File: src/rtl/fare_pkg.sv
// Shared types and coin decoding for the fare collector.
package fare_pkg;

    typedef enum logic [1:0] {
        ST_IDLE      = 2'd0,
        ST_GRANT     = 2'd1,
        ST_WAIT_PASS = 2'd2,
        ST_CHANGE    = 2'd3
    } state_e;

    localparam logic [1:0] COIN_5  = 2'd0;
    localparam logic [1:0] COIN_10 = 2'd1;
    localparam logic [1:0] COIN_25 = 2'd2;
    localparam logic [1:0] COIN_50 = 2'd3;

    function automatic logic [7:0] coin_cents(input logic [1:0] code);
        logic [7:0] cents;
        case (code)
            COIN_5:  cents = 8'd5;
            COIN_10: cents = 8'd10;
            COIN_25: cents = 8'd25;
            default: cents = 8'd50;
        endcase
        return cents;
    endfunction

endpackage

File: src/rtl/fare_collector.sv
// Coin-side controller: accumulates credit, grants one turnstile passage, returns change.
// state      | meaning
// IDLE       | accepting coins, grant when credit >= FARE, cancel refunds
// GRANT      | coin grant high for this single cycle
// WAIT_PASS  | waiting for passage or timeout
// CHANGE     | one change_pulse per CHANGE_UNIT until credit is zero
module fare_collector
    import fare_pkg::*;
#(
    parameter int FARE           = 100,
    parameter int CHANGE_UNIT    = 5,
    parameter int CREDIT_W       = 8,
    parameter int TIMEOUT_CYCLES = 16,
    parameter int TMO_W          = $clog2(TIMEOUT_CYCLES + 1)
) (
    input  logic                clk,
    input  logic                rst,
    input  logic                coin_valid,
    input  logic [1:0]          coin_value,
    input  logic                cancel,
    input  logic                pass,
    output logic                coin,
    output logic                change_pulse,
    output logic                coin_ack,
    output logic                coin_reject,
    output logic                timeout,
    output logic                busy,
    output logic [CREDIT_W-1:0] credit
);

    if ((FARE % CHANGE_UNIT) != 0 || FARE < 5 || (FARE - 5 + 50) >= (2 ** CREDIT_W)) begin : g_param_err
        $error("fare_collector: FARE must be a multiple of CHANGE_UNIT, >= 5, and FARE+45 must fit CREDIT_W");
    end

    localparam logic [CREDIT_W-1:0] FARE_C   = CREDIT_W'(FARE);
    localparam logic [CREDIT_W-1:0] UNIT_C   = CREDIT_W'(CHANGE_UNIT);
    localparam logic [TMO_W-1:0]    TMO_LAST = TMO_W'(TIMEOUT_CYCLES - 1);

    state_e                state_q, state_d;
    logic [CREDIT_W-1:0]   credit_q, credit_d;
    logic [TMO_W-1:0]      tmo_q, tmo_d;
    logic                  coin_q, coin_d;
    logic                  pulse_q, pulse_d;
    logic                  ack_q, ack_d;
    logic                  rej_q, rej_d;
    logic                  tmo_pulse_q, tmo_pulse_d;
    logic                  busy_q, busy_d;

    always_ff @(posedge clk or posedge rst) begin
        if (rst) begin
            state_q     <= ST_IDLE;
            credit_q    <= '0;
            tmo_q       <= '0;
            coin_q      <= 1'b0;
            pulse_q     <= 1'b0;
            ack_q       <= 1'b0;
            rej_q       <= 1'b0;
            tmo_pulse_q <= 1'b0;
            busy_q      <= 1'b0;
        end else begin
            state_q     <= state_d;
            credit_q    <= credit_d;
            tmo_q       <= tmo_d;
            coin_q      <= coin_d;
            pulse_q     <= pulse_d;
            ack_q       <= ack_d;
            rej_q       <= rej_d;
            tmo_pulse_q <= tmo_pulse_d;
            busy_q      <= busy_d;
        end
    end

    always_comb begin
        state_d     = state_q;
        credit_d    = credit_q;
        tmo_d       = tmo_q;
        coin_d      = 1'b0;
        pulse_d     = 1'b0;
        ack_d       = 1'b0;
        rej_d       = 1'b0;
        tmo_pulse_d = 1'b0;

        case (state_q)
            ST_IDLE: begin
                // Cancel beats both a simultaneous coin and a pending grant.
                if (cancel) begin
                    rej_d = coin_valid;
                    if (credit_q != '0) begin
                        state_d = ST_CHANGE;
                    end
                end else if (credit_q >= FARE_C) begin
                    state_d  = ST_GRANT;
                    credit_d = credit_q - FARE_C;
                    coin_d   = 1'b1;
                    rej_d    = coin_valid;
                end else if (coin_valid) begin
                    credit_d = credit_q + CREDIT_W'(coin_cents(coin_value));
                    ack_d    = 1'b1;
                end
            end

            ST_GRANT: begin
                rej_d   = coin_valid;
                tmo_d   = '0;
                state_d = ST_WAIT_PASS;
            end

            ST_WAIT_PASS: begin
                rej_d = coin_valid;
                tmo_d = tmo_q + 1'b1;
                if (pass || tmo_q >= TMO_LAST) begin
                    tmo_pulse_d = !pass;
                    state_d     = (credit_q != '0) ? ST_CHANGE : ST_IDLE;
                end
            end

            ST_CHANGE: begin
                rej_d = coin_valid;
                if (credit_q == '0) begin
                    state_d = ST_IDLE;
                end else if (credit_q <= UNIT_C) begin
                    pulse_d  = 1'b1;
                    credit_d = '0;
                    state_d  = ST_IDLE;
                end else begin
                    pulse_d  = 1'b1;
                    credit_d = credit_q - UNIT_C;
                end
            end

            default: begin
                state_d = ST_IDLE;
            end
        endcase

        busy_d = (state_d != ST_IDLE);
    end

    assign coin         = coin_q;
    assign change_pulse = pulse_q;
    assign coin_ack     = ack_q;
    assign coin_reject  = rej_q;
    assign timeout      = tmo_pulse_q;
    assign busy         = busy_q;
    assign credit       = credit_q;

endmodule

File: config.mk
export PLATFORM = sky130hd
export DESIGN_NAME = fare_collector
export DESIGN_NICKNAME = d
export VERILOG_FILES = /design/src/rtl/fare_pkg.sv /design/src/rtl/fare_collector.sv
export SDC_FILE = /design/constraint.sdc
export NUM_CORES = 1
export LEC_CHECK = 0
export ABC_AREA = 1
export CORE_MARGIN = 2
export CORE_UTILIZATION = 61
export DETAILED_ROUTE_END_ITERATION = 10
export GPL_TIMING_DRIVEN = 0
export PLACE_DENSITY_LB_ADDON = 0.1
export SYNTH_ARGS = -nofsm -noshare
export SYNTH_HDL_FRONTEND = slang
export SYNTH_SLANG_ARGS = --single-unit
File: constraint.sdc
create_clock -name clk -period 4.4 [get_ports clk]
set_input_delay 0.88 -clock clk [delete_from_list [all_inputs] [get_ports clk]]
set_output_delay 0.88 -clock clk [all_outputs]
set_load 0.01 [all_outputs]
# [Word-level counts from Yosys, hierarchy flattened]
# Cells that the tools add are included.
[totals] ff_bits=21 output_inout_bits=14 word_cells=69
[op_classes] n_addsub=4 order_cmp=3 n_eq_ne=8 n_mux=34 reduce_logical=11
[ops] cell="$mux W8" n=9
[ops] cell="$pmux W6 S3" n=1
[ops] cell="$pmux W8 S2" n=1
[ops] cell="$mux W2" n=7
[ops] cell="$mux W1" n=13
[ops] cell="$pmux W5 S2" n=1
[ops] cell="$add A8 B8 Y8" n=1
[ops] cell="$ge A8 B7 Y1 const B" n=1
[ops] cell="$le A8 B3 Y1 const B" n=1
[ops] cell="$logic_not A8 Y1" n=1
[ops] cell="$pmux W2 S4" n=1
[ops] cell="$reduce_bool A8 Y1" n=1
[ops] cell="$sub A8 B3 Y8 const B" n=1
[ops] cell="$sub A8 B7 Y8 const B" n=1
[ops] cell="$eq A2 B2 Y1 const B" n=3
[ops] cell="$reduce_bool A2 Y1" n=3
[ops] cell="$add A5 B1 Y5 const B" n=1
[ops] cell="$ge A5 B4 Y1 const B" n=1
[ops] cell="$eq A2 B1 Y1 const B" n=2
[ops] cell="$logic_not A2 Y1" n=2
[ops] cell="$ne A2 B2 Y1 const B" n=2
[ops] cell="$reduce_and A4 Y1" n=1
[ops] cell="$ne A3 B3 Y1 const B" n=1
[ops] cell="$reduce_or A3 Y1" n=1
[ops] cell="other kinds (3)" n=3

# [Logic depth before layout (Yosys ltp)]
# Gate-level depths: netlist of run 1.
[logic_depth] ltp_word=11 ltp_mapped=15 depth_no_buf=15

# [Least setup slack after synthesis of run 1]
# Ideal clock, no wire load.
[synth_timing] path_type="input-to-reg" start="input coin_value[0]" end="register credit_q[7] (netlist: credit[7])" setup_ns=0.120 t_arrival_ns=2.206 path_slack_ns=2.074 cell_stages=12 path_cell_list="inv_1 ha_1 or2_2 ha_1 nand2_1 nand2_1 a21boi_0 nand2_1 nand3_1 nand2_1 nand2_1 a21oi_2"
[synth_via] elab_chain_len=11
[synth_rtl] item="from (decl)" line_no="fare_collector.sv:19" source="input logic [1:0] coin_value,"
[synth_rtl] item="$eq A2 B2 Y1, or another cell as far along" line_no="fare_pkg.sv:18" source="case (code)"
[synth_rtl] item="$pmux W6 S3 (*)" line_no="fare_pkg.sv:18"
[synth_rtl] item="$mux W8 (*)" line_no="fare_collector.sv:96" source="end else if (coin_valid) begin"
[synth_rtl] item="$mux W8 (*)" line_no="fare_collector.sv:91" source="end else if (credit_q >= FARE_C) begin"
[synth_rtl] item="$mux W8 (*)" line_no="fare_collector.sv:86" source="if (cancel) begin"
[synth_rtl] item="$mux W8 (*)" line_no="fare_collector.sv:83" source="case (state_q)"
[synth_rtl] item="$add A8 B8 Y8 (*)" line_no="fare_collector.sv:97" source="credit_d = credit_q + CREDIT_W'(coin_cents(coin_value));"
[synth_rtl] item="$mux W8 (*)" line_no="fare_collector.sv:96"
[synth_rtl] item="$mux W8 (*)" line_no="fare_collector.sv:91"
[synth_rtl] item="$mux W8 (*)" line_no="fare_collector.sv:86"
[synth_rtl] item="$pmux W8 S2 (*)" line_no="fare_collector.sv:83"
[synth_rtl] item="to (signal assigned)" line_no="fare_collector.sv:62" source="credit_q <= credit_d;"
[synth_rtl] item="to (decl)" line_no="fare_collector.sv:40" source="logic [CREDIT_W-1:0] credit_q, credit_d;"
# Mark *: on every way between the ends. The rest lies on a longest branch, timed or not. The select of a mux whose other input is x is not followed.
# A chain may end at the register's enable or synchronous reset.

# [Worst setup path after layout of run 1]
[layout_timing] start="input coin_value[0]" end="register credit_q[5] (netlist: credit[5])"
# Same word-level chain as after synthesis.

==> flow_summary.toml, run 1 <==
[worst_setup_path]
timing.critical_path.slowest_cell_delay_ps = 560
timing.critical_path.depth = 13
cp_num_buf_inv = 3
crit_top_cell = "nand2_1"
crit_path_end_kind = "register"
worstSetupPathType = "input pin to register"
worstSetupStartpointType = "input pin"
cp.required_ps = 4640
worst_r2r_endpoint = "credit[4]$_DFFE_PP0P_"
setup.reg_to_reg.worst_slack_ps = 2490
crit_path_max_fanout = 5
worst_r2r_path_depth = 12
path_delay_family = "buffers and inverters"
path_cells = "clkdlybuf4s50_1, inv_1, ha_1, or2_2, ha_1, nand2_1, inv_1, nand4_1, nand3_1, nand2_1, nand3_1, nand2_1, a21boi_2"
critical_path.reg2reg.startpoint = "credit[0]$_DFFE_PP0P_"
crit_path_top_delay_cell = "clkdlybuf4s50_1"
critPathLaunch = "coin_value[0]"
cp.arrival_ps = 3100
worstSetupEndpoint = "credit[5]$_DFFE_PP0P_"

[grt]
pin_count_of_the_biggest_net_entering_global_routing = 22
grt_first_pass_wirelength_um = 6730
grt_pass1_vias = 1639
grt_util_all_layers_pct = 25.1
grt_antenna_before_repair = 0
gr-total-overflow = 0

[sta]
final_hold_viol_count = 0
setup_violations = 0
max_slew.worst_pin.slew_ps = 793
slew_viol_final = 0
fin_skew_ps = 6.32
unrepaired_setup_endpoints_after_global_routing = "no"
slew_headroom_pct = 47.1
min_period_ps = 2850
period_share_pct = 64.8
final.setup.tns_ps = 0
fmax_mhz = 351

[synth]
synth_ff_type = "dfrtp_1"
yosysWarningCount = 0
synth_area_per_cell_um2 = 6.83
synth_sequential_area_ratio_pct = 28.6
biggest_area_contributors_in_the_synthesized_netlist = "dfrtp_1, nand2_1, ha_1"
post_synth_inst_count = 269
mappedNetlistNets = 296
count_of_cell_types_in_the_netlist = 25
synth_enable_flop_cells = 0
synth_top_area_cell = "dfrtp_1"
yosys_register_bits = 21
post-synth-top-area-fraction_pct = 28.6
share_of_flip_flops_with_an_asynchronous_set_or_reset_pct = 100
syn-cell-area_mm2 = 0.00184

[detailed_routing]
wl_per_cell_um = 11.6
drtIter0Drc = 80
drc = 2
drt-pass1-iter-count = 7
via_per_inst = 5.31
antenna_left = 0
via_count = 1721
wl_um = 3770

[run]
cap_violations = 0

[cts]
cts.sinks = 21
cts_buffer_depth = 2
cts.htree.levels = 1
cts_resized = 0
cts.repair_timing.setup_buffer_count = 0
worst_setup_hold_path_clk_slew_ps = 110
hold_buffers = 0
cts-root-buf = "clkbuf_4"
clk_latency_ps = 300
cts_tree = "yes"
cts_made_buffers = 3

[die]
die-width_um = 58.9
pin_count = 21
die_area_mm2 = 0.00347
coreArea_mm2 = 0.00281
die_height_um = 58.9
initial_utilization_pct = 65.5
number_of_rows_created_at_floorplan = 19

[place]
place_inst = 320
globalplace.congestion = 0.952
post_detail_place_hpwl_um = 3010
port-buffer-count = 20

[finish]
num-fill-cells = 241
antenna-diode-count = 0
number_of_nets_at_the_end_of_the_flow = 321
final_common_cell = "nand2_1"
mostFrequentLayoutCells = "nand2_1, inv_1, nor2_1"
signed_area_change_from_the_synthesized_netlist_to_the_final_layout_pct = 14.4
drive_above_1_share_pct = 8.19
final-instance-count-excl-fill = 324

[pwr]
ratio_of_total_power_to_cell_area_mw_per_mm2 = 732
vdd_ir_drop_max_v = 0.000493
leakagePower_nw = 1.16
post_layout_power_mw = 1.54

[status]
status = "complete, but fails checks"
failing_checks = "DRC"

[min_path]
timing.hold.worst.class = "register to register"
[per-layer routing]
layer,GRT usage (%),wire length (um)
met5,0,0
met4,7.47,19
met3,5.05,161
met2,42.2,1750
met1,32.5,1840
[final cells by class]
type,instances,area (um^2),area share [%]
inverter,46,173,8.21
clock buffer,4,26.3,1.25
tap,31,38.8,1.84
sequential,21,526,25.0
multi-input combinational,199,1110,52.9
buffer,3,27.5,1.31
timing repair buffer,20,200,9.52
[flip-flops by register name, summed over array words and instances, names as in the netlist]
signal        count
busy              1
change_pulse      1
coin              1
coin_ack          1
coin_reject       1
credit            8
state_q           2
timeout           1
tmo_q             5
[worst min-delay path by stage]
stage          depth (start not counted)                 start  slack [ps]                    to
6_report                               2  tmo_q[1]$_DFFE_PP0P_         550  tmo_q[1]$_DFFE_PP0P_
5_1_grt                                2  tmo_q[3]$_DFFE_PP0P_         590  tmo_q[3]$_DFFE_PP0P_
4_1_cts                                2  tmo_q[1]$_DFFE_PP0P_         550  tmo_q[1]$_DFFE_PP0P_
3_5_place_dp                           2  tmo_q[1]$_DFFE_PP0P_         520  tmo_q[1]$_DFFE_PP0P_
3_3_place_gp                           2  tmo_q[1]$_DFFE_PP0P_         520  tmo_q[1]$_DFFE_PP0P_
2_1_floorplan                          2  tmo_q[1]$_DFFE_PP0P_         500  tmo_q[1]$_DFFE_PP0P_
[Yosys cell counts, drive strengths merged (2+ instances only)]
library cell	count
nand2	81
inv	46
nor2	30
nand3	23
dfrtp	21
ha	19
a21oi	12
o21ai	11
nand4	8
xor2	7
buf	3
a21boi	2
nor3	2
or2	2
[power by group]
| group | switching [mW] | internal [mW] | leakage (nW) |
|---|---|---|---|
| combinational | 0.665 | 0.438 | 0.879 |
| clock | 0.0563 | 0.0353 | 0.0150 |
| sequential | 0.0829 | 0.263 | 0.267 |
| total | 0.804 | 0.736 | 1.16 |
[metrics by stage]
step | hold slack (ps) | area [um^2] | setup WS [ps] | util, %
global route | 595 | 2100 | 1360 | 75.0
CTS | 549 | 2100 | 1560 | 75.0
floorplan | 497 | 1840 | 2070 | -
global placement | 519 | 2080 | 1280 | 74.0
detailed placement | 519 | 2080 | 1240 | 74.0
finish | 547 | 2100 | 1550 | 75.0
[cell families after synthesis]
kind of cell / Yosys count / share of synthesized area, %
fa+ha+maj: 20 / 14.0
flops: 21 / 28.6
buf+inv: 49 / 10.9
xor+xnor: 7 / 3.34
compound gates: 26 / 8.24
simple gates: 146 / 34.9
[tightest hold or removal path, stage by stage (launching register included)]
cell,delay [ps]
dfrtp_1,400
nand2_1,70
nand2_1,60
Power figures use the tool's default switching activity.
==> run 2: changes to the inputs <==
CORE_UTILIZATION = 56   (was 61)
clock period = 2.84 ns   (was 4.4 ns; I/O delays follow)
==> flow_summary.toml, run 2 (synthesized netlist as in run 1, its figures left out) <==
[cts]
hold_buffers = 0
cts_made_buffers = 3
cts.htree.levels = 1
cts_buffer_depth = 2
cts_tree = "yes"
clk_latency_ps = 310
cts_resized = 0
worst_setup_hold_path_clk_slew_ps = 130
cts.sinks = 21
cts.repair_timing.setup_buffer_count = 0
cts-root-buf = "clkbuf_4"

[finish]
number_of_nets_at_the_end_of_the_flow = 321
final_common_cell = "nand2_1"
post-route-util_pct = 68.9
drive_above_1_share_pct = 8.19
antenna-diode-count = 0
largest_register_ffs = 8
footprint_of_the_multi_input_gates_mm2 = 0.00111
register_area_um2 = 526
mostFrequentLayoutCells = "nand2_1, inv_1, nor2_1"
signed_area_change_from_the_synthesized_netlist_to_the_final_layout_pct = 15.3
num-fill-cells = 286

[pwr]
ratio_of_total_power_to_cell_area_mw_per_mm2 = 1120
vdd_ir_drop_max_v = 0.000638
leakagePower_nw = 1.16

[detailed_routing]
antenna_left = 0
drc = 0
wl_per_cell_um = 11.2
via_per_inst = 4.98
via_count = 1679
drtIter0Drc = 78
drt-pass1-iter-count = 5
wl_um = 3780

[die]
coreArea_mm2 = 0.00308
die-width_um = 61.3
die_area_mm2 = 0.00376
die_height_um = 61.3
pin_count = 21
initial_utilization_pct = 59.7
number_of_rows_created_at_floorplan = 20

[sta]
final_hold_viol_count = 0
max_slew.worst_pin.slew_ps = 803
period_share_pct = 89.4
fin_skew_ps = 11.6
setup_violations = 0
fmax_mhz = 394
unrepaired_setup_endpoints_after_global_routing = "no"
min_period_ps = 2540
slew_headroom_pct = 46.4
hold_ws_ps = 563
slew_viol_final = 0

[place]
globalplace.congestion = 0.898
post_detail_place_hpwl_um = 3020
port-buffer-count = 20

[grt]
grt_antenna_before_repair = 0
gr-total-overflow = 0
grt_pass1_vias = 1483
pin_count_of_the_biggest_net_entering_global_routing = 22
grt_first_pass_wirelength_um = 6280
grt_util_all_layers_pct = 22.1

[worst_setup_path]
crit_top_cell = "nand2_1"
crit_path_end_kind = "register"
worstSetupStartpointType = "input pin"
cp.required_ps = 3080
crit_path_max_fanout = 5
worstSetupPathType = "input pin to register"
path_cells = "clkdlybuf4s50_1, inv_1, ha_1, or2_2, ha_1, nand2_1, inv_1, nand4_1, nand3_1, nand2_1, nand3_1, nand2_1, a21boi_2"
timing.critical_path.slowest_cell_delay_ps = 560
crit_path_top_delay_cell = "clkdlybuf4s50_1"
cp.arrival_ps = 2780

[run]
cap_violations = 0

[status]
status = "finished, final reports clean"

[min_path]
timing.hold.worst.class = "register to register"
-- run 2: routing by layer --
layer	vias to the layer above	routed length (um)	global-route usage, %
li1	895	-	-
met1	746	1860	30.1
met2	36	1720	37.5
met3	2	181	3.78
met4	0	16	3.42
met5	-	0	0
-- run 2: stage by stage --
stage,area (um^2),TNS [ps],worst slack (ps),instances,power [mW]
after global placement,2090,0,31.6,333,2.19
after floorplan,1840,0,826,269,1.79
after CTS,2120,0,317,337,2.37
final,2120,0,301,337,2.37
after detailed placement,2090,-0.444,-0.444,333,2.22
after global routing,2120,0,127,337,2.63
-- run 2: worst max-delay path: cells and delay by family --
family / cells / cell delay [ps]
buf+inv: 3 / 780
fa+ha+maj: 2 / 560
simple gates: 7 / 760
compound gates: 1 / 110
-- run 2: area by class of cell --
cell class                 count  share of cell area (%)
buffer                         3                    1.30
clock buffer                   4                    1.24
inverter                      46                    8.15
multi-input combinational    199                    52.5
sequential                    21                    24.8
tap                           44                    2.60
timing repair buffer          20                    9.45
-- run 2: power by group --
group / switching (mW) / internal [mW]
clock: 0.0948 / 0.0548
combinational: 1.00 / 0.676
sequential: 0.132 / 0.407
total: 1.23 / 1.14
-- run 2: worst paths after layout --
check | startpoint | end | slack [ps] | depth (start not counted)
worst max-delay path | coin_value[0] | credit[5]$_DFFE_PP0P_ | 300 | 13
worst min-delay path | tmo_q[3]$_DFFE_PP0P_ | tmo_q[3]$_DFFE_PP0P_ | 560 | 2
worst max register to register | credit[1]$_DFFE_PP0P_ | credit[2]$_DFFE_PP0P_ | 930 | 11
worst min register to register | tmo_q[3]$_DFFE_PP0P_ | tmo_q[3]$_DFFE_PP0P_ | 560 | 2
max in group asynchronous | rst | credit[5]$_DFFE_PP0P_ | 1640 | 2
min in group asynchronous | rst | credit[2]$_DFFE_PP0P_ | 690 | 2
==> run 3: changes to the inputs <==
CORE_MARGIN = unset   (was 2)
GPL_ROUTABILITY_DRIVEN = 0   (was unset)
==> flow_summary.toml, run 3 (synthesized netlist as in run 1, its figures left out) <==
[grt]
grt_pass1_vias = 1438
grt_util_all_layers_pct = 22.9
pin_count_of_the_biggest_net_entering_global_routing = 22
gr-total-overflow = 0
grt_first_pass_wirelength_um = 6140
grt_antenna_before_repair = 0

[worst_setup_path]
path_cells = "clkdlybuf4s50_1, inv_1, ha_1, or2_2, ha_1, nand2_1, inv_1, nand4_1, nand3_1, nand2_1, nand3_1, nand2_1, a21boi_2"
cp.required_ps = 3090
worstSetupPathType = "input pin to register"
timing.critical_path.slowest_cell_delay_ps = 560
worstSetupStartpointType = "input pin"
setup.reg_to_reg.worst_slack_ps = 950
crit_path_max_fanout = 5
crit_path_end_kind = "register"
crit_top_cell = "nand2_1"
worst_r2r_path_depth = 11
crit_path_top_delay_cell = "clkdlybuf4s50_1"
cp.arrival_ps = 2760
critical_path.reg2reg.startpoint = "credit[1]$_DFFE_PP0P_"
worst_r2r_endpoint = "credit[2]$_DFFE_PP0P_"
critPathLaunch = "coin_value[0]"

[die]
initial_utilization_pct = 59.7
die_height_um = 59.3
coreArea_mm2 = 0.00308
die-width_um = 59.3
die_area_mm2 = 0.00352
pin_count = 21
number_of_rows_created_at_floorplan = 20

[cts]
cts.repair_timing.setup_buffer_count = 0
cts_buffer_depth = 2
cts.sinks = 21
clk_latency_ps = 310
worst_setup_hold_path_clk_slew_ps = 120
cts_made_buffers = 3
hold_buffers = 0
cts_resized = 0
cts.htree.levels = 1
cts-root-buf = "clkbuf_4"
cts_tree = "yes"

[sta]
final.setup.tns_ps = 0
fmax_mhz = 399
fin_skew_ps = 7.62
unrepaired_setup_endpoints_after_global_routing = "no"
slew_headroom_pct = 48.3
setup_violations = 0
final_hold_viol_count = 0
max_slew.worst_pin.slew_ps = 775
min_period_ps = 2510
period_share_pct = 88.3
hold_ws_ps = 557
slew_viol_final = 0

[detailed_routing]
wl_um = 3640
via_count = 1691
antenna_left = 0
drc = 0
drtIter0Drc = 54
drt-pass1-iter-count = 4
wl_per_cell_um = 10.8
via_per_inst = 5.02

[finish]
register_area_um2 = 526
largest_register_ffs = 8
num-fill-cells = 294
mostFrequentLayoutCells = "nand2_1, inv_1, nor2_1"
antenna-diode-count = 0
footprint_of_the_multi_input_gates_mm2 = 0.00111
drive_above_1_share_pct = 8.19
final_common_cell = "nand2_1"
number_of_nets_at_the_end_of_the_flow = 321
signed_area_change_from_the_synthesized_netlist_to_the_final_layout_pct = 15.3

[min_path]
timing.hold.worst.start = "tmo_q[1]$_DFFE_PP0P_"
timing.hold.worst.class = "register to register"
timing.hold.worst_endpoint = "tmo_q[1]$_DFFE_PP0P_"
cell_depth_of_the_worst_min_delay_path = 2

[pwr]
leakagePower_nw = 1.16
post_layout_power_mw = 2.37
vdd_ir_drop_max_v = 0.000627
ratio_of_total_power_to_cell_area_mw_per_mm2 = 1120

[run]
cap_violations = 0

[place]
port-buffer-count = 20
post_detail_place_hpwl_um = 2880

[status]
status = "finished, final reports clean"
==> run 3: cell counts in the layout (fill, tap and decap cells not counted) <==
No cell type changed its count.
==> run 3: layout make-up <==
cell class / count / share of cell area (%)
timing repair buffer: 20 / 9.45
clock buffer: 4 / 1.24
sequential: 21 / 24.8
multi-input combinational: 199 / 52.5
inverter: 46 / 8.15
tap: 44 / 2.60
buffer: 3 / 1.30
==> run 3: worst max-delay path by stage <==
| stage | endpoint | slack, ps |
|---|---|---|
| floorplan | credit[7]$_DFFE_PP0P_ | 830 |
| detailed placement | credit[7]$_DFFE_PP0P_ | 30 |
| global route | credit[5]$_DFFE_PP0P_ | 150 |
| global placement | credit[5]$_DFFE_PP0P_ | 20 |
| finish | credit[5]$_DFFE_PP0P_ | 330 |
| CTS | credit[5]$_DFFE_PP0P_ | 350 |
==> run 3: where the power goes <==
| part | total, mW | switching [mW] | internal, mW | leakage, nW |
|---|---|---|---|---|
| Sequential | 0.538 | 0.130 | 0.408 | 0.267 |
| Clock | 0.146 | 0.0909 | 0.0549 | 0.0150 |
| Combinational | 1.68 | 1.00 | 0.677 | 0.879 |
==> run 3: metrics by stage <==
stage / instances / util, % / worst slack (ps) / area, um^2
floorplan: 269 / - / 826 / 1840
global placement: 333 / 68.0 / 22.3 / 2090
finish: 337 / 68.9 / 331 / 2120
CTS: 337 / 68.9 / 348 / 2120
global route: 337 / 68.9 / 151 / 2120
detailed placement: 333 / 68.0 / 30.7 / 2090
==> run 3: per-layer routing <==
layer,vias to the layer above,wire length [um],track usage (%)
li1,894,-,-
met1,764,1850,30.2
met2,30,1610,39.0
met3,3,171,5.02
met4,0,9,3.06
met5,-,0,0
==> run 3: critical path, delay by kind of cell <==
family | cells | cell delay (ps)
compound gates | 1 | 110
fa+ha+maj | 2 | 560
buf+inv | 3 | 760
simple gates | 7 | 760
